[src/rtl/team_06_fx_pkg.sv]
// Shared types and constants for the team_06 effects chain.
// Latency: n/a (declarations only).
// Backpressure: n/a.
package team_06_fx_pkg;

    typedef enum logic [1:0] {
        LFO_TRI    = 2'b00,
        LFO_SQR    = 2'b01,
        LFO_SAW_UP = 2'b10,
        LFO_SAW_DN = 2'b11
    } lfo_mode_t;

    localparam int DEF_DEPTH_BITS = 4;

    // Full-scale gain for a given LFO resolution.
    function automatic int peak_of(input int depth_bits);
        return 1 << depth_bits;
    endfunction

    localparam int DEF_PEAK = peak_of(DEF_DEPTH_BITS);

endpackage

[src/rtl/team_06_lfo_core.sv]
// LFO: sample-count prescaler, phase counter with sync restart, level decode.
// Latency: level is combinational from the phase register; phase steps on the strobe edge.
// Backpressure: none; advances only on sample_valid with en, holds otherwise.
module team_06_lfo_core
    import team_06_fx_pkg::*;
#(
    parameter int DEPTH_BITS = DEF_DEPTH_BITS,
    parameter int RATE_W     = 8
) (
    input  logic                  clkdiv,
    input  logic                  rst,
    input  logic                  en,
    input  logic                  sample_valid,
    input  logic [RATE_W-1:0]     rate,
    input  logic [1:0]            mode,
    input  logic                  lfo_sync,
    output logic [DEPTH_BITS:0]   level
);

    localparam int PW   = DEPTH_BITS + 1;
    localparam int PEAK = peak_of(DEPTH_BITS);
    localparam logic [PW:0] PEAK_X = PEAK[PW:0];

    logic [PW-1:0]     phase;
    logic [RATE_W-1:0] presc;
    logic [PW:0]       p_ext;
    logic [PW:0]       lvl_x;
    lfo_mode_t         mode_e;

    // Sync wins over a coincident step; >= lets a lowered rate take effect at once.
    always_ff @(posedge clkdiv or posedge rst) begin
        if (rst) begin
            phase <= '0;
            presc <= '0;
        end else if (lfo_sync) begin
            phase <= '0;
            presc <= '0;
        end else if (sample_valid && en) begin
            if (presc >= rate) begin
                presc <= '0;
                phase <= phase + 1'b1;
            end else begin
                presc <= presc + 1'b1;
            end
        end
    end

    assign p_ext  = {1'b0, phase};
    assign mode_e = lfo_mode_t'(mode);

    // One extra bit so 2*PEAK is representable for the triangle fold.
    always_comb begin
        lvl_x = '0;
        case (mode_e)
            LFO_TRI:    lvl_x = (p_ext <= PEAK_X) ? p_ext : ((PEAK_X << 1) - p_ext);
            LFO_SQR:    lvl_x = (p_ext < PEAK_X) ? PEAK_X : '0;
            LFO_SAW_UP: lvl_x = p_ext >> 1;
            LFO_SAW_DN: lvl_x = PEAK_X - (p_ext >> 1);
            default:    lvl_x = '0;
        endcase
    end

    assign level = PW'(lvl_x);

endmodule

[src/rtl/team_06_tremolo_lfo.sv]
// Tremolo: scales each valid sample by the LFO gain, or bypasses when disabled.
// Latency: 1 clkdiv cycle from sample_valid to out_valid.
// Backpressure: none; every strobe produces one output strobe.
module team_06_tremolo_lfo
    import team_06_fx_pkg::*;
#(
    parameter int DATA_W     = 8,
    parameter int DEPTH_BITS = DEF_DEPTH_BITS,
    parameter int RATE_W     = 8
) (
    input  logic                  clkdiv,
    input  logic                  rst,
    input  logic                  en,
    input  logic                  sample_valid,
    input  logic [DATA_W-1:0]     audio_in,
    input  logic [RATE_W-1:0]     rate,
    input  logic [1:0]            mode,
    input  logic                  lfo_sync,
    output logic [DATA_W-1:0]     audio_out,
    output logic                  out_valid,
    output logic [DEPTH_BITS:0]   lfo_level
);

    localparam int LW    = DEPTH_BITS + 1;
    localparam int PRODW = DATA_W + DEPTH_BITS + 1;

    logic [PRODW-1:0] product;

    team_06_lfo_core #(
        .DEPTH_BITS (DEPTH_BITS),
        .RATE_W     (RATE_W)
    ) u_lfo (
        .clkdiv       (clkdiv),
        .rst          (rst),
        .en           (en),
        .sample_valid (sample_valid),
        .rate         (rate),
        .mode         (mode),
        .lfo_sync     (lfo_sync),
        .level        (lfo_level)
    );

    // Gain of PEAK reproduces the input exactly, so the shifted product never overflows.
    assign product = {{(PRODW-DATA_W){1'b0}}, audio_in} * {{(PRODW-LW){1'b0}}, lfo_level};

    always_ff @(posedge clkdiv or posedge rst) begin
        if (rst) begin
            audio_out <= '0;
            out_valid <= 1'b0;
        end else begin
            out_valid <= sample_valid;
            if (sample_valid) begin
                audio_out <= en ? DATA_W'(product >> DEPTH_BITS) : audio_in;
            end
        end
    end

endmodule

[config.mk]
export PLATFORM = sky130hd
export DESIGN_NAME = team_06_tremolo_lfo
export DESIGN_NICKNAME = d
export VERILOG_FILES = /design/src/rtl/team_06_fx_pkg.sv /design/src/rtl/team_06_lfo_core.sv /design/src/rtl/team_06_tremolo_lfo.sv
export SDC_FILE = /design/constraint.sdc
export NUM_CORES = 1
export LEC_CHECK = 0
export CAP_MARGIN = 20
export CORE_MARGIN = 10
export CORE_UTILIZATION = 51
export CTS_BUF_LIST = sky130_fd_sc_hd__clkbuf_16
export DETAILED_ROUTE_END_ITERATION = 10
export PLACE_DENSITY = 0.85
export SLEW_MARGIN = 20
export SYNTH_ARGS = -nofsm -noshare
export SYNTH_HDL_FRONTEND = slang
export SYNTH_SLANG_ARGS = --single-unit
export TNS_END_PERCENT = 5
[constraint.sdc]
create_clock -name clkdiv -period 4.35 [get_ports clkdiv]
set_input_delay 0.87 -clock clkdiv [delete_from_list [all_inputs] [get_ports clkdiv]]
set_output_delay 0.87 -clock clkdiv [all_outputs]
set_load 0.01 [all_outputs]
# == Word-level counts from Yosys, hierarchy flattened ==
# Index checks and enable logic that the tools add are counted.
# totals
regBits,22
output_inout_bits,14
word_cells,30
# op_classes
add_sub_neg,4
mul,1
magnitude_cmp,3
eq_ne,3
n_mux,10
reduce_logical,5
# op_table
cell,count
$mux 8,4
$mux 5,5
$pmux 5 s4,1
$mul 8x5->12,1
$add 8x1->8 const B,1
$ge 8x8->1,1
$add 5x1->5 const B,1
$le 5x5->1 const B,1
$lt 5x5->1 const B,1
$sub 1x5->5 const A,1
$sub 5x4->5 const A,1
$eq 2x2->1 const B,2
$reduce_bool 2->1,2
$eq 2x1->1 const B,1
$logic_not 2->1,1
$reduce_and 2->1,1
$logic_and 1x1->1,1

# == Logic depth before layout (Yosys ltp) ==
# depth
depth_word,5
depth_mapped,21

# == Hierarchy ==
# Synthesis repeated with hierarchy kept, for this count alone.
# unflattened
cells_unflattened,311
hier_area_um2,2665.1
# modules_own_cells
module,instances,cells_per_inst,area_each_um2
team_06_tremolo_lfo,1,182,1556.5
team_06_lfo_core,1,129,1108.6

# == Worst setup path after synthesis ==
# No wires, ideal clock.
# synth_path
path_kind,in2reg
startpoint,input mode[1]
endpoint,register audio_out[2]
t_arrival_ns,4.570
t_required_ns,4.214
path_slack_ns,-0.356
stages,15
path_cell_list,or2_2 > o21ai_1 > nand2_1 > fa_1 > fa_1 > fa_1 > inv_1 > ha_1 > nand2_1 > a211oi_1 > o311ai_2 > a31oi_1 > o21ai_0 > a31oi_1 > a21oi_1
# synth_via
elab_chain_cells,4
word_cells_on_any_way,7
# synth_rtl
element,line_no,text
start: declaration,team_06_tremolo_lfo.sv:17,"input logic [1:0] mode,"
$eq 2x2->1 (tied with other cells),team_06_lfo_core.sv:54,case (mode_e)
$pmux 5 s4 *,team_06_lfo_core.sv:54,
net lfo_level[3],team_06_tremolo_lfo.sv:21,output logic [DEPTH_BITS:0] lfo_level
$mul 8x5->12 *,team_06_tremolo_lfo.sv:44,"assign product = {{(PRODW-DATA_W){1'b0}}, audio_in} * {{(PRODW-LW){1'b0}}, lfo_level};"
$mux 8 *,team_06_tremolo_lfo.sv:53,audio_out <= en ? DATA_W'(product >> DEPTH_BITS) : audio_in;
end signal: assignment,team_06_tremolo_lfo.sv:53,
end: declaration,team_06_tremolo_lfo.sv:19,"output logic [DATA_W-1:0] audio_out,"
# Mark *: on every way through the listed nets, which the timed path passes. The rest lies on a longest branch.
# A chain may end at the register's enable or synchronous reset.

# == Worst setup path after layout ==
# layout_path
startpoint,register u_lfo.phase[1]
endpoint,register audio_out[7]
# layout_via
elab_chain_cells,5
word_cells_on_any_way,9
# layout_rtl
element,line_no,text
start: declaration,team_06_lfo_core.sv:24,logic [PW-1:0] phase;
start signal: assignment,team_06_lfo_core.sv:41,phase <= phase + 1'b1;
$sub 1x5->5 (tied with other cells),team_06_lfo_core.sv:55,LFO_TRI: lvl_x = (p_ext <= PEAK_X) ? p_ext : ((PEAK_X << 1) - p_ext);
"$mux 5, on equally long branches","team_06_lfo_core.sv:55, team_06_lfo_core.sv:56",
$pmux 5 s4 *,team_06_lfo_core.sv:54,
$mul 8x5->12 *,team_06_tremolo_lfo.sv:44,
$mux 8 *,team_06_tremolo_lfo.sv:53,
# Mark *: on every way between the ends. The rest lies on a longest branch, timed or not.

==> results.json <==
{
  "outcome": "finished with violations",
  "violations": "setup timing",
  "ioPinCount": 37,
  "die_area_sq_mm": 0.00855,
  "wl_per_cell_microns": 16.1,
  "cpLargestDelayFamily": "adder cells",
  "max_freq_ghz": 0.225,
  "crit_slowest_cell": "fa_1",
  "leakagePower_nw": 1.87,
  "path_clk_slew_ns": 0.06,
  "ys_seq_elements": 22,
  "cts_tree": "yes",
  "synth_common_cells": "47 x inv_1, 33 x nand2_1, 31 x ha_1",
  "finish.instance_area_sq_mm": 0.00373,
  "nFillCells": 338,
  "core_area_sq_mm": 0.00511,
  "synth_edf_count": 0,
  "synth.most_common_cell": "inv_1",
  "clk_latency_ns": 0.26,
  "area_delta_synth_final_pct": 39.5,
  "yosys.area.top_type": "dfrtp_1",
  "grt_pass1_vias": 2826,
  "slew_violations": 0,
  "critical_path.max_stage_delay_ns": 0.53,
  "vias": 2644,
  "cap_violations": 0,
  "rows": 26,
  "overflow": 0,
  "drive_gt1_share_pct": 23.8,
  "clock-root-buffer": "clkbuf_16",
  "crit_fanout": 5,
  "worstPathCellList": "inv_2, ha_4, or3b_4, nor3_4, nor2_2, inv_2, and2_4, fa_1, fa_1, inv_1, fa_1, inv_1, ha_1, a21o_1, a21o_1, a21oi_2, nor2_1, o21bai_1, nand4b_1",
  "worst_pin_slew_ns": 0.819,
  "reg2reg_from": "u_lfo.phase[1]$_DFFE_PP0P_",
  "skew_ns": 0.00255,
  "reg2reg_depth": 19,
  "whs_endpoint": "audio_out[6]$_DFFE_PP0P_",
  "grt_pass1_wl_microns": 13000,
  "grt_max_degree": 23,
  "hold_class": "reg -> reg",
  "endpoint_kind": "register",
  "syn_inst": 326,
  "diodes": 0,
  "synth.distinct_cells": 48,
  "routabilityCongestion": 0.880,
  "yosysSeqAreaShare_pct": 20.6,
  "cts_buffer_depth": 2,
  "htreeDepth": 1,
  "syn_nets": 396,
  "antenna_found_initial": 0,
  "cts_buffers": 3,
  "clock_sinks": 22,
  "slew_headroom_pct": 45.4,
  "min_period_over_period_pct": 102,
  "final_nets": 479,
  "powerDensity_mw_per_mm2": 287,
  "yosysWarningCount": 0,
  "rrSetupSlack_ns": -0.10,
  "r2r-end": "audio_out[7]$_DFFE_PP0P_",
  "synth_area_per_cell_sq_um": 8.21,
  "ir_drop_mv": 0.208,
  "syn_area_sq_mm": 0.00268,
  "post-route-min-period_ns": 4.45,
  "portBuffers": 36,
  "fin_ws_ns": -0.102,
  "initial_core_util_pct": 52.4,
  "required_ns": 4.48,
  "drcViolationCount": 0,
  "first_iter_violations": 192,
  "worstHoldStart": "audio_out[6]$_DFFE_PP0P_",
  "finalHoldViolations": 0,
  "ant_nets": 0,
  "dpl.hpwl_microns": 5960,
  "cp.arrival_ns": 4.58,
  "synth.area.top_cells": "dfrtp_1 21%, ha_1 14%, fa_1 12%, inv_1 6.6%, and2_1 4.7%",
  "grt_usage_pct": 18.2,
  "critical_path_buf_inv_count": 4,
  "synth_top_area_share_pct": 20.6,
  "dieHeight_microns": 92.4,
  "die_w_microns": 92.4,
  "firstDrtPassIters": 4,
  "drt-vias-per-instance": 5.53,
  "total_power_mw": 1.07,
  "holdPathStages": 2,
  "path_common_cell": "fa_1",
  "criticalPathCategory": "reg -> reg",
  "seq_area_sq_um": 551,
  "startpoint_type": "register",
  "finalSetupViolations": 4,
  "placed_area_sq_mm": 0.00348,
  "drt-total-wl_microns": 7710,
  "multi_input_area_sq_mm": 0.00209,
  "rsz0062_at_grt": "true",
  "ys.flop_type": "dfrtp_1",
  "synthArstFlopShare_pct": 100
}
==> worst reg2reg max path, stage by stage (launching register included) <==
cell and delay [ns]:
dfrtp_1 0.40, inv_2 0.12, ha_4 0.14, or3b_4 0.40, nor3_4 0.15, nor2_2 0.06
inv_2 0.11, and2_4 0.17, fa_1 0.43, fa_1 0.51, inv_1 0.07, fa_1 0.53
inv_1 0.04, ha_1 0.21, a21o_1 0.20, a21o_1 0.21, a21oi_2 0.18, nor2_1 0.07
o21bai_1 0.21, nand4b_1 0.11
==> routing by layer <==
| layer | part of all wire [%] | GRT usage, % |
|---|---|---|
| met1 | 40 | 19.9 |
| met2 | 53 | 34.0 |
| met3 | 5.2 | 3.87 |
| met4 | 2.2 | 5.78 |
| met5 | 0 | 0 |
==> cells in the final DEF, fill, tap and decap left out, drive strengths merged, types with 3 or more instances in the layout <==
| cell | count |
|---|---|
| and3 | 5 |
| inv | 47 |
| clkdlybuf4s50 | 34 |
| buf | 51 |
| clkbuf | 3 |
| ha | 31 |
| a21oi | 18 |
| nor3 | 3 |
| nor2b | 6 |
| nand4 | 4 |
| nand3 | 9 |
| a21o | 6 |
| xnor2 | 9 |
| fa | 16 |
| dfrtp | 22 |
| a211oi | 3 |
| nand2b | 7 |
| and2 | 22 |
| nand2 | 33 |
| o21ai | 23 |
| a31oi | 3 |
| nor2 | 18 |
| xor2 | 3 |
==> where the power goes <==
group | total (mW) | switching [mW] | internal, mW | leakage, nW
logic | 0.565 | 0.282 | 0.283 | 1.53
clock network | 0.258 | 0.0748 | 0.183 | 0.0511
registers | 0.250 | 0.0214 | 0.229 | 0.284
==> how the worst max path moves through the flow <==
| stage | depth (start not counted) | from | to | slack (ns) |
|---|---|---|---|---|
| final | 19 | u_lfo.phase[1]$_DFFE_PP0P_ | audio_out[7]$_DFFE_PP0P_ | -0.10 |
| after floorplan | 14 | mode[1] | audio_out[4]$_DFFE_PP0P_ | -0.02 |
| after global routing | 21 | u_lfo.phase[1]$_DFFE_PP0P_ | audio_out[2]$_DFFE_PP0P_ | -0.25 |
| after CTS | 21 | u_lfo.phase[1]$_DFFE_PP0P_ | audio_out[2]$_DFFE_PP0P_ | -0.01 |
| after global placement | 18 | mode[0] | audio_out[7]$_DFFE_PP0P_ | -0.63 |
| after detailed placement | 18 | mode[0] | audio_out[7]$_DFFE_PP0P_ | -0.81 |
==> metrics by stage <==
stage / cells / TNS (ns) / hold WS [ns] / utilization, % / setup WS (ns)
2_1_floorplan: 326 / -0.0498 / 0.509 / - / -0.0183
3_3_place_gp: 470 / -4.39 / 0.484 / 68.1 / -0.630
3_5_place_dp: 470 / -5.44 / 0.497 / 68.1 / -0.807
4_1_cts: 478 / -0.0286 / 0.511 / 72.6 / -0.0132
5_1_grt: 478 / -1.49 / 0.560 / 73.1 / -0.249
6_report: 478 / -0.201 / 0.514 / 73.1 / -0.102
==> logic make-up (layout without fill, tap and decap cells) <==
group	after synthesis	count (layout)	share of synthesized area [%]
and+or+nand+nor	117	117	22.9
AOI/OAI and AO/OA	71	71	17.1
buffers and inverters	54	136	7.85
adders and majority gates	47	47	26.5
DFF	22	22	20.6
xor gates and xnor gates	12	12	3.93
muxes	3	3	1.17
==> state kept, by name, indices dropped and copies added, names as in the netlist <==
signal / count
u_lfo.phase: 5
out_valid: 1
audio_out: 8
u_lfo.presc: 8
==> layout make-up <==
| class | instances | share of cell area, % |
|---|---|---|
| sequential | 22 | 14.7 |
| clock buffer | 3 | 2.01 |
| tap | 70 | 2.35 |
| clock inverter | 1 | 0.804 |
| multi-input combinational | 250 | 55.9 |
| inverter | 47 | 4.73 |
| timing repair buffer | 85 | 19.5 |
==> repair_timing <==
action,in CTS,in global routing
resized for setup,40,6
gates cloned,0,0
endpoints found under the setup margin,8,8
pin swaps,23,5
hold buffers,0,0
setup buffers,4,0
(Power assumes the default switching activity.)
